--- config.mk ---
export PLATFORM = sky130hd
export DESIGN_NAME = asi_w
export DESIGN_NICKNAME = d
export VERILOG_FILES = /design/src/rtl/asi_pkg.sv /design/src/rtl/asi_addr_gen.sv /design/src/rtl/asi_w.sv
export SDC_FILE = /design/constraint.sdc
export NUM_CORES = 1
export LEC_CHECK = 0
export ABC_AREA = 0
export CAP_MARGIN = 25
export CORE_ASPECT_RATIO = 1.5
export CORE_MARGIN = 2
export CORE_UTILIZATION = 46
export DETAILED_ROUTE_END_ITERATION = 6
export HOLD_SLACK_MARGIN = 0.1
export PLACE_DENSITY_LB_ADDON = 0.08
export SLEW_MARGIN = 20
export SYNTH_ARGS = -nofsm -noshare
export SYNTH_HDL_FRONTEND = slang
export SYNTH_SLANG_ARGS = --single-unit
export TNS_END_PERCENT = 100
--- constraint.sdc ---
create_clock -name ACLK -period 4.1 [get_ports ACLK]
set_input_delay 0.615 -clock ACLK [delete_from_list [all_inputs] [get_ports ACLK]]
set_output_delay 0.615 -clock ACLK [all_outputs]
set_load 0.05 [all_outputs]
--- src/rtl/asi_pkg.sv ---
// Shared definitions for the AXI slave interface blocks: burst and response
// encodings, the write-side FSM state type and burst legality rules.
package asi_pkg;

  localparam logic [1:0] BURST_FIXED = 2'b00;
  localparam logic [1:0] BURST_INCR  = 2'b01;
  localparam logic [1:0] BURST_WRAP  = 2'b10;

  localparam logic [1:0] RESP_OKAY   = 2'b00;
  localparam logic [1:0] RESP_EXOKAY = 2'b01;
  localparam logic [1:0] RESP_SLVERR = 2'b10;
  localparam logic [1:0] RESP_DECERR = 2'b11;

  typedef enum logic [1:0] {
    ST_IDLE = 2'd0,
    ST_DATA = 2'd1,
    ST_RESP = 2'd2
  } asi_state_e;

  // max_size is log2 of the data bus width in bytes.
  function automatic logic burst_illegal(input int unsigned size,
                                         input int unsigned len,
                                         input int unsigned max_size,
                                         input logic [1:0]  burst);
    logic wrap_len_ok;
    wrap_len_ok = (len == 1) || (len == 3) || (len == 7) || (len == 15);
    return (size > max_size) || (burst == 2'b11) ||
           ((burst == BURST_WRAP) && !wrap_len_ok);
  endfunction

endpackage

--- src/rtl/asi_addr_gen.sv ---
// Combinational AXI next-beat address generator (FIXED / INCR / WRAP),
// shared by the write and read slave paths.
module asi_addr_gen import asi_pkg::*; #(
  parameter int AXI_AW = 32,
  parameter int AXI_LW = 8,
  parameter int AXI_SW = 3
) (
  input  logic [AXI_AW-1:0] addr,
  input  logic [AXI_SW-1:0] size,
  input  logic [AXI_LW-1:0] len,
  input  logic [1:0]        burst,
  output logic [AXI_AW-1:0] next_addr
);

  logic [AXI_AW-1:0] beat_bytes;
  logic [AXI_AW-1:0] aligned;
  logic [AXI_AW-1:0] incr_addr;
  logic [AXI_AW-1:0] wrap_bytes;
  logic [AXI_AW-1:0] wrap_mask;

  always_comb begin
    beat_bytes = AXI_AW'(1) << size;
    aligned    = addr & ~(beat_bytes - AXI_AW'(1));
    incr_addr  = aligned + beat_bytes;
    // Wrap window is (len+1) beats, naturally aligned to its own size.
    wrap_bytes = (AXI_AW'(len) + AXI_AW'(1)) << size;
    wrap_mask  = wrap_bytes - AXI_AW'(1);
    case (burst)
      BURST_FIXED: next_addr = addr;
      BURST_WRAP:  next_addr = (addr & ~wrap_mask) | (incr_addr & wrap_mask);
      default:     next_addr = incr_addr;
    endcase
  end

endmodule

--- src/rtl/asi_w.sv ---
// AXI write slave front end: accepts one AW/W burst at a time, turns each
// accepted beat into a registered single-cycle RAM write, then returns B.
module asi_w import asi_pkg::*; #(
  parameter int AXI_DW     = 128,
  parameter int AXI_AW     = 32,
  parameter int AXI_IW     = 8,
  parameter int AXI_LW     = 8,
  parameter int AXI_SW     = 3,
  parameter int AXI_WSTRBW = AXI_DW / 8
) (
  input  logic                  ACLK,
  input  logic                  ARESETn,
  // Every channel transfers on the rising edge where VALID and READY are
  // both high; VALID never depends on READY, READY may depend on state only.
  input  logic [AXI_IW-1:0]     AWID,
  input  logic [AXI_AW-1:0]     AWADDR,
  input  logic [AXI_LW-1:0]     AWLEN,
  input  logic [AXI_SW-1:0]     AWSIZE,
  input  logic [1:0]            AWBURST,
  input  logic                  AWVALID,
  output logic                  AWREADY,
  input  logic [AXI_DW-1:0]     WDATA,
  input  logic [AXI_WSTRBW-1:0] WSTRB,
  input  logic                  WLAST,
  input  logic                  WVALID,
  output logic                  WREADY,
  output logic [AXI_IW-1:0]     BID,
  output logic [1:0]            BRESP,
  output logic                  BVALID,
  input  logic                  BREADY,
  output logic                  usr_we,
  output logic [AXI_AW-1:0]     usr_waddr,
  output logic [AXI_DW-1:0]     usr_wdata,
  output logic [AXI_WSTRBW-1:0] usr_wstrb,
  output asi_state_e            dbg_state
);

  localparam int unsigned MAX_SIZE = $clog2(AXI_WSTRBW);

  asi_state_e          state;
  asi_state_e          state_nxt;
  logic [AXI_IW-1:0]   id_q;
  logic [AXI_AW-1:0]   addr_q;
  logic [AXI_LW-1:0]   len_q;
  logic [AXI_SW-1:0]   size_q;
  logic [1:0]          burst_q;
  logic [AXI_LW:0]     beat_cnt;
  logic                err_q;
  logic                illegal_q;
  logic                aw_hs;
  logic                w_hs;
  logic                last_beat;
  logic                aw_illegal;
  logic [AXI_AW-1:0]   next_addr;

  assign aw_hs      = AWVALID && AWREADY;
  assign w_hs       = WVALID && WREADY;
  assign last_beat  = (beat_cnt == {1'b0, len_q});
  assign aw_illegal = burst_illegal(32'(AWSIZE), 32'(AWLEN), MAX_SIZE, AWBURST);
  assign dbg_state  = state;

  asi_addr_gen #(
    .AXI_AW (AXI_AW),
    .AXI_LW (AXI_LW),
    .AXI_SW (AXI_SW)
  ) u_addr_gen (
    .addr      (addr_q),
    .size      (size_q),
    .len       (len_q),
    .burst     (burst_q),
    .next_addr (next_addr)
  );

  always_ff @(posedge ACLK) begin
    if (!ARESETn) state <= ST_IDLE;
    else          state <= state_nxt;
  end

  always_comb begin
    state_nxt = state;
    AWREADY   = 1'b0;
    WREADY    = 1'b0;
    BVALID    = 1'b0;
    BID       = '0;
    BRESP     = RESP_OKAY;
    case (state)
      ST_IDLE: begin
        AWREADY = 1'b1;
        if (AWVALID) state_nxt = ST_DATA;
      end
      ST_DATA: begin
        WREADY = 1'b1;
        // Termination is by beat count alone; WLAST only feeds the error flag.
        if (WVALID && last_beat) state_nxt = ST_RESP;
      end
      ST_RESP: begin
        BVALID = 1'b1;
        BID    = id_q;
        BRESP  = err_q ? RESP_SLVERR : RESP_OKAY;
        if (BREADY) state_nxt = ST_IDLE;
      end
      default: state_nxt = ST_IDLE;
    endcase
  end

  always_ff @(posedge ACLK) begin
    if (!ARESETn) begin
      id_q      <= '0;
      addr_q    <= '0;
      len_q     <= '0;
      size_q    <= '0;
      burst_q   <= '0;
      beat_cnt  <= '0;
      err_q     <= 1'b0;
      illegal_q <= 1'b0;
      usr_we    <= 1'b0;
      usr_waddr <= '0;
      usr_wdata <= '0;
      usr_wstrb <= '0;
    end else begin
      usr_we <= 1'b0;
      if (aw_hs) begin
        id_q      <= AWID;
        addr_q    <= AWADDR;
        len_q     <= AWLEN;
        size_q    <= AWSIZE;
        burst_q   <= AWBURST;
        beat_cnt  <= '0;
        illegal_q <= aw_illegal;
        err_q     <= aw_illegal;
      end
      if (w_hs) begin
        beat_cnt <= beat_cnt + (AXI_LW+1)'(1);
        addr_q   <= next_addr;
        if (WLAST != last_beat) err_q <= 1'b1;
        // Illegal bursts are drained without touching the RAM.
        if (!illegal_q) begin
          usr_we    <= 1'b1;
          usr_waddr <= addr_q;
          usr_wdata <= WDATA;
          usr_wstrb <= WSTRB;
        end
      end
    end
  end

endmodule

==> impl_metrics.yaml <==
status:
  status: "finished clean"
yosys:
  syn_area_sq_um: 11600
  synth_seq_cells: 243
  syn_area_per_cell_sq_um: 7.43
  synth_seq_area_share_pct: 42.0
  synth_ff_type: "dfxtp_1"
  synth_warnings: 0
  syn_nets: 1772
  synthArstFlopShare_pct: 0
  synth_cell_types: 79
  synth_cells: 1560
  synth_edf_count: 0
timing:
  maxSlewHeadroom_pct: 43.3
  skew_ns: 0.0219
  fin_crit_sh_pct: 91.3
  hold_viol: 0
  fmax_ghz: 0.267
  whs_ns: 0.453
  rsz0062_at_grt: "false"
  drv_slew: 0
  setup_tns_ns: 0
  min_period_ns: 3.75
  worst_slew_pin_slew_ns: 0.847
  setup_violations: 0
clock_tree:
  worstSkewPairLatency_ns: 0.55
  cts_tree: "yes"
  hold_buffers: 0
  cts_resized: 0
  numCtsBuffers: 25
  cts.htree.levels: 1
  path_clk_slew_ns: 0.07
  clock_sinks: 243
  cts_buffer_depth: 3
  cts_setup_buffers: 0
  cts_root_buf: "clkbuf_16"
die:
  die_y_um: 198
  dieArea_sq_um: 26500
  boundaryPins: 395
  core_sq_um: 25000
  die_x_um: 134
  initial_core_util_pct: 46.5
  rows: 71
drt:
  ant_nets: 0
  dr_total_vias: 12500
  via_per_inst: 5.57
  post_drt_wl_per_cell_um: 20.0
  drt_iter0_drc: 862
  drc: 0
  finalWirelength_um: 44800
  drtPass1Iterations: 5
worst_setup_path:
  reg2reg_from: "len_q[2]$_SDFFE_PN0P_"
  required_ns: 4.55
  regToRegSetupSlack_ns: 0.35
  path_class: "flip-flop to flip-flop"
  cp.arrival_ns: 4.20
  critPathSlowestCell: "dfxtp_1"
  critical-path-max-stage-delay_ns: 0.71
  crit_chain: "nand4_4, or4_1, and3_1, a21oi_1, nand2_1, buf_4, or3_1, o21ai_2, nand3_1, a311oi_1"
  crit_fanout: 15
  endpoint_kind: "flip-flop"
  start_kind: "flip-flop"
  reg2reg_depth: 10
global_routing:
  antenna_found_initial: 1
  track_usage_pct: 32.2
  first_global_vias: 11800
  grt_pass1_wl_um: 67000
  grt_max_degree: 99
  grt_overflow_total: 0
final_layout:
  drive_gt1_share_pct: 5.59
  area_delta_synth_final_pct: 43.9
  mostFrequentLayoutCells: "483 x nand2_1, 393 x clkdlybuf4s50_1, 258 x a21oi_1"
  layout.nets: 2109
  layout_commonest_cell: "nand2_1"
pwr:
  swShare_pct: 31.9
  power.leakage_nw: 5.78
  seq_power_share_pct: 40.0
  p_per_area_nw_per_um2: 396
  power_frac_comb_pct: 23.6
  p_switching_w: 0.00211
  pwr-share-clk_pct: 36.4
  intPower_w: 0.00450
  peakVddDrop_v: 0.000336
  finalPower_w: 0.00661
hold_path:
  hp-start: "usr_wdata[30]$_SDFFE_PN0P_"
  worstHoldPathType: "flip-flop to flip-flop"
  min_to: "usr_wdata[30]$_SDFFE_PN0P_"
  worstHoldPathCells: 2
place:
  numPortBuffers: 393
  dp_hpwl_um: 33300
  gp_congestion: 0.931
flow_run:
  cap_violations: 0
-- power groups by stage --
| stage | sequential (W) | clock, W | combinational [W] |
|---|---|---|---|
| 4_1_cts | 0.00264 | 0.00244 | 0.00155 |
| 3_3_place_gp | 0.00269 | 0 | 0.00153 |
| 2_1_floorplan | 0.00290 | 0 | 0.000703 |
| 5_1_grt | 0.00266 | 0.00253 | 0.00167 |
| 6_report | 0.00264 | 0.00240 | 0.00156 |
| 3_5_place_dp | 0.00269 | 0 | 0.00154 |
-- cells in the mapped netlist (10+ instances only) --
master | number | share of area (%)
dfxtp_1 | 243 | 42
clkbuf_1 | 93 | 3.0
and2_1 | 26 | 1.4
a311oi_1 | 21 | 1.6
inv_1 | 10 | 0.32
and3_1 | 13 | 0.70
a21oi_1 | 258 | 11
xnor2_1 | 26 | 2.0
nor2b_1 | 10 | 0.54
nand3_1 | 27 | 1.2
o21ai_0 | 37 | 1.6
nand4_1 | 14 | 0.76
a211oi_1 | 10 | 0.65
o211ai_1 | 11 | 0.71
a31oi_1 | 12 | 0.65
nor2_1 | 56 | 1.8
mux2i_1 | 12 | 1.0
nand2_1 | 484 | 16
nor3_1 | 17 | 0.73
buf_1 | 12 | 0.39
-- routing by layer --
layer / part of all wire (%) / global-route usage, %
met1: 38 / 37.0
met3: 7.6 / 7.08
met4: 4.4 / 13.6
met2: 50 / 57.3
met5: 0 / 0
-- cell families (layout without fill, tap and decap cells) --
logic type | after synthesis | count (layout) | share of synthesized area (%)
AOI/OAI and AO/OA | 427 | 427 | 22.1
xor gates and xnor gates | 34 | 34 | 2.63
adders and majority gates | 9 | 9 | 0.971
buffers and inverters | 132 | 486 | 4.54
DFF | 243 | 243 | 42.0
muxes | 15 | 15 | 1.33
other | 1 | 3 | 0.0323
and+or+nand+nor | 699 | 699 | 26.4
-- critical path: cells and delay by family (launching register included) --
family                 cells  cell delay [ns]
and+or+nand+nor            6             1.65
AOI/OAI and AO/OA          3             1.11
DFF                        1             0.71
buffers and inverters      1             0.19
-- worst max path at each step --
stage          slack [ns]  depth (start not counted)                   start         to
5_1_grt              0.02                         10   len_q[2]$_SDFFE_PN0P_  flip-flop
4_1_cts              0.34                         13   len_q[1]$_SDFFE_PN0P_  flip-flop
3_3_place_gp         0.45                         10   len_q[2]$_SDFFE_PN0P_  flip-flop
3_5_place_dp         0.37                         10   len_q[1]$_SDFFE_PN0P_  flip-flop
2_1_floorplan        0.55                         15  size_q[1]$_SDFFE_PN0P_  flip-flop
6_report             0.35                         10   len_q[2]$_SDFFE_PN0P_  flip-flop
-- layout make-up --
cell class              count  area (sq um)
clock inverters            12           165
flip-flops and latches    243          4860
repair buffers            430          4270
well taps                 328           410
multi-input cells        1185          6230
inverters                  12          50.0
diodes                      2          5.00
clock buffers              32           692
fillers                  2182          8270
-- through the flow --
stage / setup WS, ns / utilization, % / instance area, sq um / std cells
floorplan: 0.548 / - / 11600 / 1560
global placement: 0.455 / 63.4 / 15800 / 2198
detailed placement: 0.373 / 63.4 / 15800 / 2198
CTS: 0.341 / 66.8 / 16700 / 2242
global route: 0.0234 / 66.9 / 16700 / 2243
finish: 0.355 / 66.9 / 16700 / 2244
(Power assumes the default switching activity.)
==> variant 1: new RTL, same flow settings <==
`AXI_AW` is set to 32 in 2 places; all go to 48.
--- a/src/rtl/asi_addr_gen.sv
+++ b/src/rtl/asi_addr_gen.sv
@@ -1,7 +1,7 @@
 // Combinational AXI next-beat address generator (FIXED / INCR / WRAP),
 // shared by the write and read slave paths.
 module asi_addr_gen import asi_pkg::*; #(
-  parameter int AXI_AW = 32,
+  parameter int AXI_AW = 48,
   parameter int AXI_LW = 8,
   parameter int AXI_SW = 3
 ) (
--- a/src/rtl/asi_w.sv
+++ b/src/rtl/asi_w.sv
@@ -2,7 +2,7 @@
 // accepted beat into a registered single-cycle RAM write, then returns B.
 module asi_w import asi_pkg::*; #(
   parameter int AXI_DW     = 128,
-  parameter int AXI_AW     = 32,
+  parameter int AXI_AW     = 48,
   parameter int AXI_IW     = 8,
   parameter int AXI_LW     = 8,
   parameter int AXI_SW     = 3,
Interface: changed (resized AWADDR and usr_waddr); port bits go from 395 to 427. The function was not compared with the original's and may differ.
==> variant 1 against the original RTL <==
Sequential power increased by 14%; largest cell class unchanged; area after synthesis grew 13%; total power increased by 12%; wire length is 12% higher; hold slack worse by 0.0014 ns; critical path type unchanged; clock power increased by 10%; worst setup slack got worse by 0.049 ns; highest routed layer unchanged; utilization decreased by 0.31 points; largest power group unchanged; sequential cell count increased by 32; final area up 12%.
==> variant 1: results <==
export IMPL_grt_total_usage_pct=31.7
export IMPL_synth_area_top_cells="dfxtp_1 42%, nand2_1 15%, a21oi_1 11%"
export IMPL_port_buffers=425
export IMPL_min_delay_path_class="flip-flop to flip-flop"
export IMPL_max_cap_violations=0
export IMPL_clockPowerShare_pct=35.8
export IMPL_tightest_slew_ns=0.956
export IMPL_drt_iter0_drc=931
export IMPL_skew_ns=0.0234
export IMPL_syn_nets=1987
export IMPL_ff2ff_setup_slack_ns=0.31
export IMPL_insertion_delay_ns=0.57
export IMPL_r2r_cells=11
export IMPL_hold_worst_slack_ns=0.451
export IMPL_post_cts_setup_buffers=0
export IMPL_avgSynthCellArea_um2=7.47
export IMPL_antenna_found_initial=2
export IMPL_gp_congestion=0.923
export IMPL_firstDrtPassIters=6
export IMPL_cts_made_buffers=28
export IMPL_ir_drop_v=0.000345
export IMPL_grt_max_degree=111
export IMPL_drive_above_1_share_pct=5.46
export IMPL_ys_types=85
export IMPL_synth_top_cells_by_count="526 x nand2_1, 280 x a21oi_1, 275 x dfxtp_1"
export IMPL_grt_pass1_vias=13200
export IMPL_power_mw=7.40
export IMPL_drt_total_wl_um=50100
export IMPL_grt_pass1_wl_um=74900
export IMPL_hold_path_depth=2
export IMPL_final_nets=2353
export IMPL_clockBufferDepth=3
export IMPL_ys_seq_area_share_pct=41.9
export IMPL_outcome="complete, no violations"
export IMPL_p_int_mw=5.09
export IMPL_fill_cells=2492
export IMPL_vias=14100
export IMPL_critPathMaxFanout=28
export IMPL_place_hpwl_um=36900
export IMPL_seq_power_share_pct=40.6
export IMPL_synthFlopType="dfxtp_1"
export IMPL_p_leak_nw=6.42
export IMPL_wl_per_cell_um=20.1
-- variant 1: layout make-up --
cell class / instances / share of cell area, %
clock inverter: 8 / 0.724
sequential: 275 / 29.5
timing repair buffer: 472 / 25.0
multi-input combinational: 1336 / 37.8
antenna: 2 / 0.0268
inverter: 12 / 0.268
tap: 346 / 2.32
clock buffer: 41 / 4.33
-- variant 1: per-stage QoR --
step           instance area [um2]  utilization (%)  setup WS [ns]
6_report                     18700             66.6          0.306
2_1_floorplan                13100                -          0.219
5_1_grt                      18700             66.6         0.0921
3_3_place_gp                 17700             63.1          0.605
3_5_place_dp                 17700             63.2          0.432
4_1_cts                      18700             66.5          0.387
-- variant 1: logic make-up (layout without fill, tap and decap cells) --
logic type,Yosys count,after routing,share of synthesized area [%]
other,1,3,0.0285
muxes,15,15,1.29
adders and majority gates,9,9,0.857
buffers and inverters,148,533,4.56
xor gates and xnor gates,50,50,3.39
DFF,275,275,41.9
and+or+nand+nor,782,782,26.0
AOI/OAI and AO/OA,479,479,22.0
-- variant 1: worst max-delay path: stages (launching register included) --
cell and delay (ns):
dfxtp_1 0.46, ha_1 0.38, nand3_1 0.15, o211a_1 0.25, nor4_1 0.45, o21ai_0 0.21, o31ai_1 0.44, nand3_1 0.33
o31ai_4 0.47, buf_12 0.22, a21oi_1 0.09, a211oi_1 0.24
-- variant 1: worst paths after layout --
| check | from | endpoint |
|---|---|---|
| min | id_q[2] | id_q[2] |
| max | len_q[1] | flip-flop |
| min reg2reg | id_q[2] | id_q[2] |
| max reg2reg | len_q[1] | flip-flop |
-- variant 1: routing by layer --
| metal | track usage, % | routed length, um |
|---|---|---|
| met3 | 6.69 | 3910 |
| met2 | 57.5 | 25400 |
| met4 | 15.0 | 2580 |
| met1 | 35.0 | 18200 |
| met5 | 0 | 0 |
==> variant 2: new RTL, same flow settings <==
Without the edit above. Make the reset (`ARESETn`) asynchronous in 2 clocked blocks.
--- a/src/rtl/asi_w.sv
+++ b/src/rtl/asi_w.sv
@@ -71,7 +71,7 @@
     .next_addr (next_addr)
   );
 
-  always_ff @(posedge ACLK) begin
+  always_ff @(posedge ACLK or negedge ARESETn) begin
     if (!ARESETn) state <= ST_IDLE;
     else          state <= state_nxt;
   end
@@ -103,7 +103,7 @@
     endcase
   end
 
-  always_ff @(posedge ACLK) begin
+  always_ff @(posedge ACLK or negedge ARESETn) begin
     if (!ARESETn) begin
       id_q      <= '0;
       addr_q    <= '0;
Check against the original RTL: differs if ARESETn is asserted again (counterexample within 4 cycles, from zero or initial values and one cycle with ARESETn low); with ARESETn held inactive, the same outputs for 4 cycles.
==> variant 2 against the original RTL <==
Clock skew down 0.0061 ns; wire length is 8.3% lower; area after synthesis rose by 7.6%; hold slack worse by 0.32 ns; global-route usage shrank 4.0 points; via count is 16% lower; final area is 5.7% higher; worst setup slack worse by 0.040 ns; sequential cell count unchanged; maximum frequency is 1.0% lower; non-clock buffer count rose by 3.
Power is not compared: it rests on default switching activity, and its combinational part moved more than twofold at a synthesized area within 25%.
==> variant 2: results <==
export IMPL_grtUsageMet3_pct=6.24
export IMPL_critPathMaxFanout=17
export IMPL_grt_max_degree=110
export IMPL_avgSynthCellArea_um2=11.1
export IMPL_min_delay_path_class="input pin to asynchronous set/reset pin"
export IMPL_crit_path_top_delay_cell="ha_1"
export IMPL_drt_total_wl_um=41100
export IMPL_n_antenna_cell=0
export IMPL_vias_per_cell=5.61
export IMPL_gp_congestion=0.898
export IMPL_synth_top_cells_by_count="243 x dfrtp_1, 178 x mux2_2, 131 x nand2_1"
export IMPL_met1_length_um=15000
export IMPL_cts_root_buf="clkbuf_16"
export IMPL_met1_usage_pct=31.4
export IMPL_ys_types=95
export IMPL_place_hpwl_um=31000
export IMPL_place_inst=1821
export IMPL_slowest_delay_ns=0.57
export IMPL_drive_above_1_share_pct=19.6
export IMPL_crit_family="compound AO/OA/AOI/OAI gates"
export IMPL_hold_worst_slack_ns=0.137
export IMPL_cp_startpoint="len_q[1]"
export IMPL_drt_iter0_drc=417
export IMPL_grt_pass1_vias=11000
export IMPL_r2r_cells=12
export IMPL_antenna_found_initial=0
export IMPL_p_leak_nw=7.21
export IMPL_grt_total_usage_pct=28.1
export IMPL_ff2ff_setup_slack_ns=0.31
export IMPL_end_kind="flip-flop"
export IMPL_route_met2_wl_um=22300
export IMPL_syn_nets=1334
export IMPL_async_flop_share_pct=100
export IMPL_dp_slack_ns=0.443
export IMPL_met3_length_um=2500
export IMPL_met2_usage_pct=53.0
export IMPL_outcome="complete, no violations"
export IMPL_finalNonFillerCells=1865
export IMPL_place_area_um2=16800
export IMPL_worstPathArrival_ns=4.26
export IMPL_synth_area_top_cells="dfrtp_1 49%, mux2_2 16%, nand2_1 3.9%"
export IMPL_tightest_slew_ns=0.917
export IMPL_ys_seq_area_share_pct=48.7
export IMPL_skew_ns=0.0158
export IMPL_fin_crit_sh_pct=92.3
export IMPL_cts_made_buffers=26
export IMPL_grt_pass1_wl_um=63200
export IMPL_final_nets=1724
export IMPL_clockBufferDepth=3
==> variant 2: cell type report <==
type | count | area (um2)
fillers | 2108 | 8940
repair buffers | 433 | 4300
well taps | 337 | 422
clock inverters | 6 | 40.0
inverters | 15 | 56.3
multi-input cells | 793 | 5970
flip-flops and latches | 243 | 6080
clock buffers | 38 | 777
==> variant 2: kinds of logic (layout without fill, tap and decap cells) <==
logic type / Yosys count / after routing / synth area share, %
simple gates: 357 / 357 / 15.2
buf+inv: 86 / 492 / 3.51
mux: 190 / 190 / 17.1
flops: 243 / 243 / 48.7
xor+xnor: 44 / 44 / 3.15
fa+ha+maj: 9 / 9 / 0.903
compound gates: 192 / 192 / 11.4
other cells: 1 / 1 / 0.0301
==> variant 2: report_power, final <==
group | switching [mW] | internal [mW] | leakage, nW
Clock | 0.978 | 1.31 | 0.402
Combinational | 6.26 | 3.82 | 3.91
Sequential | 0.927 | 3.57 | 2.89
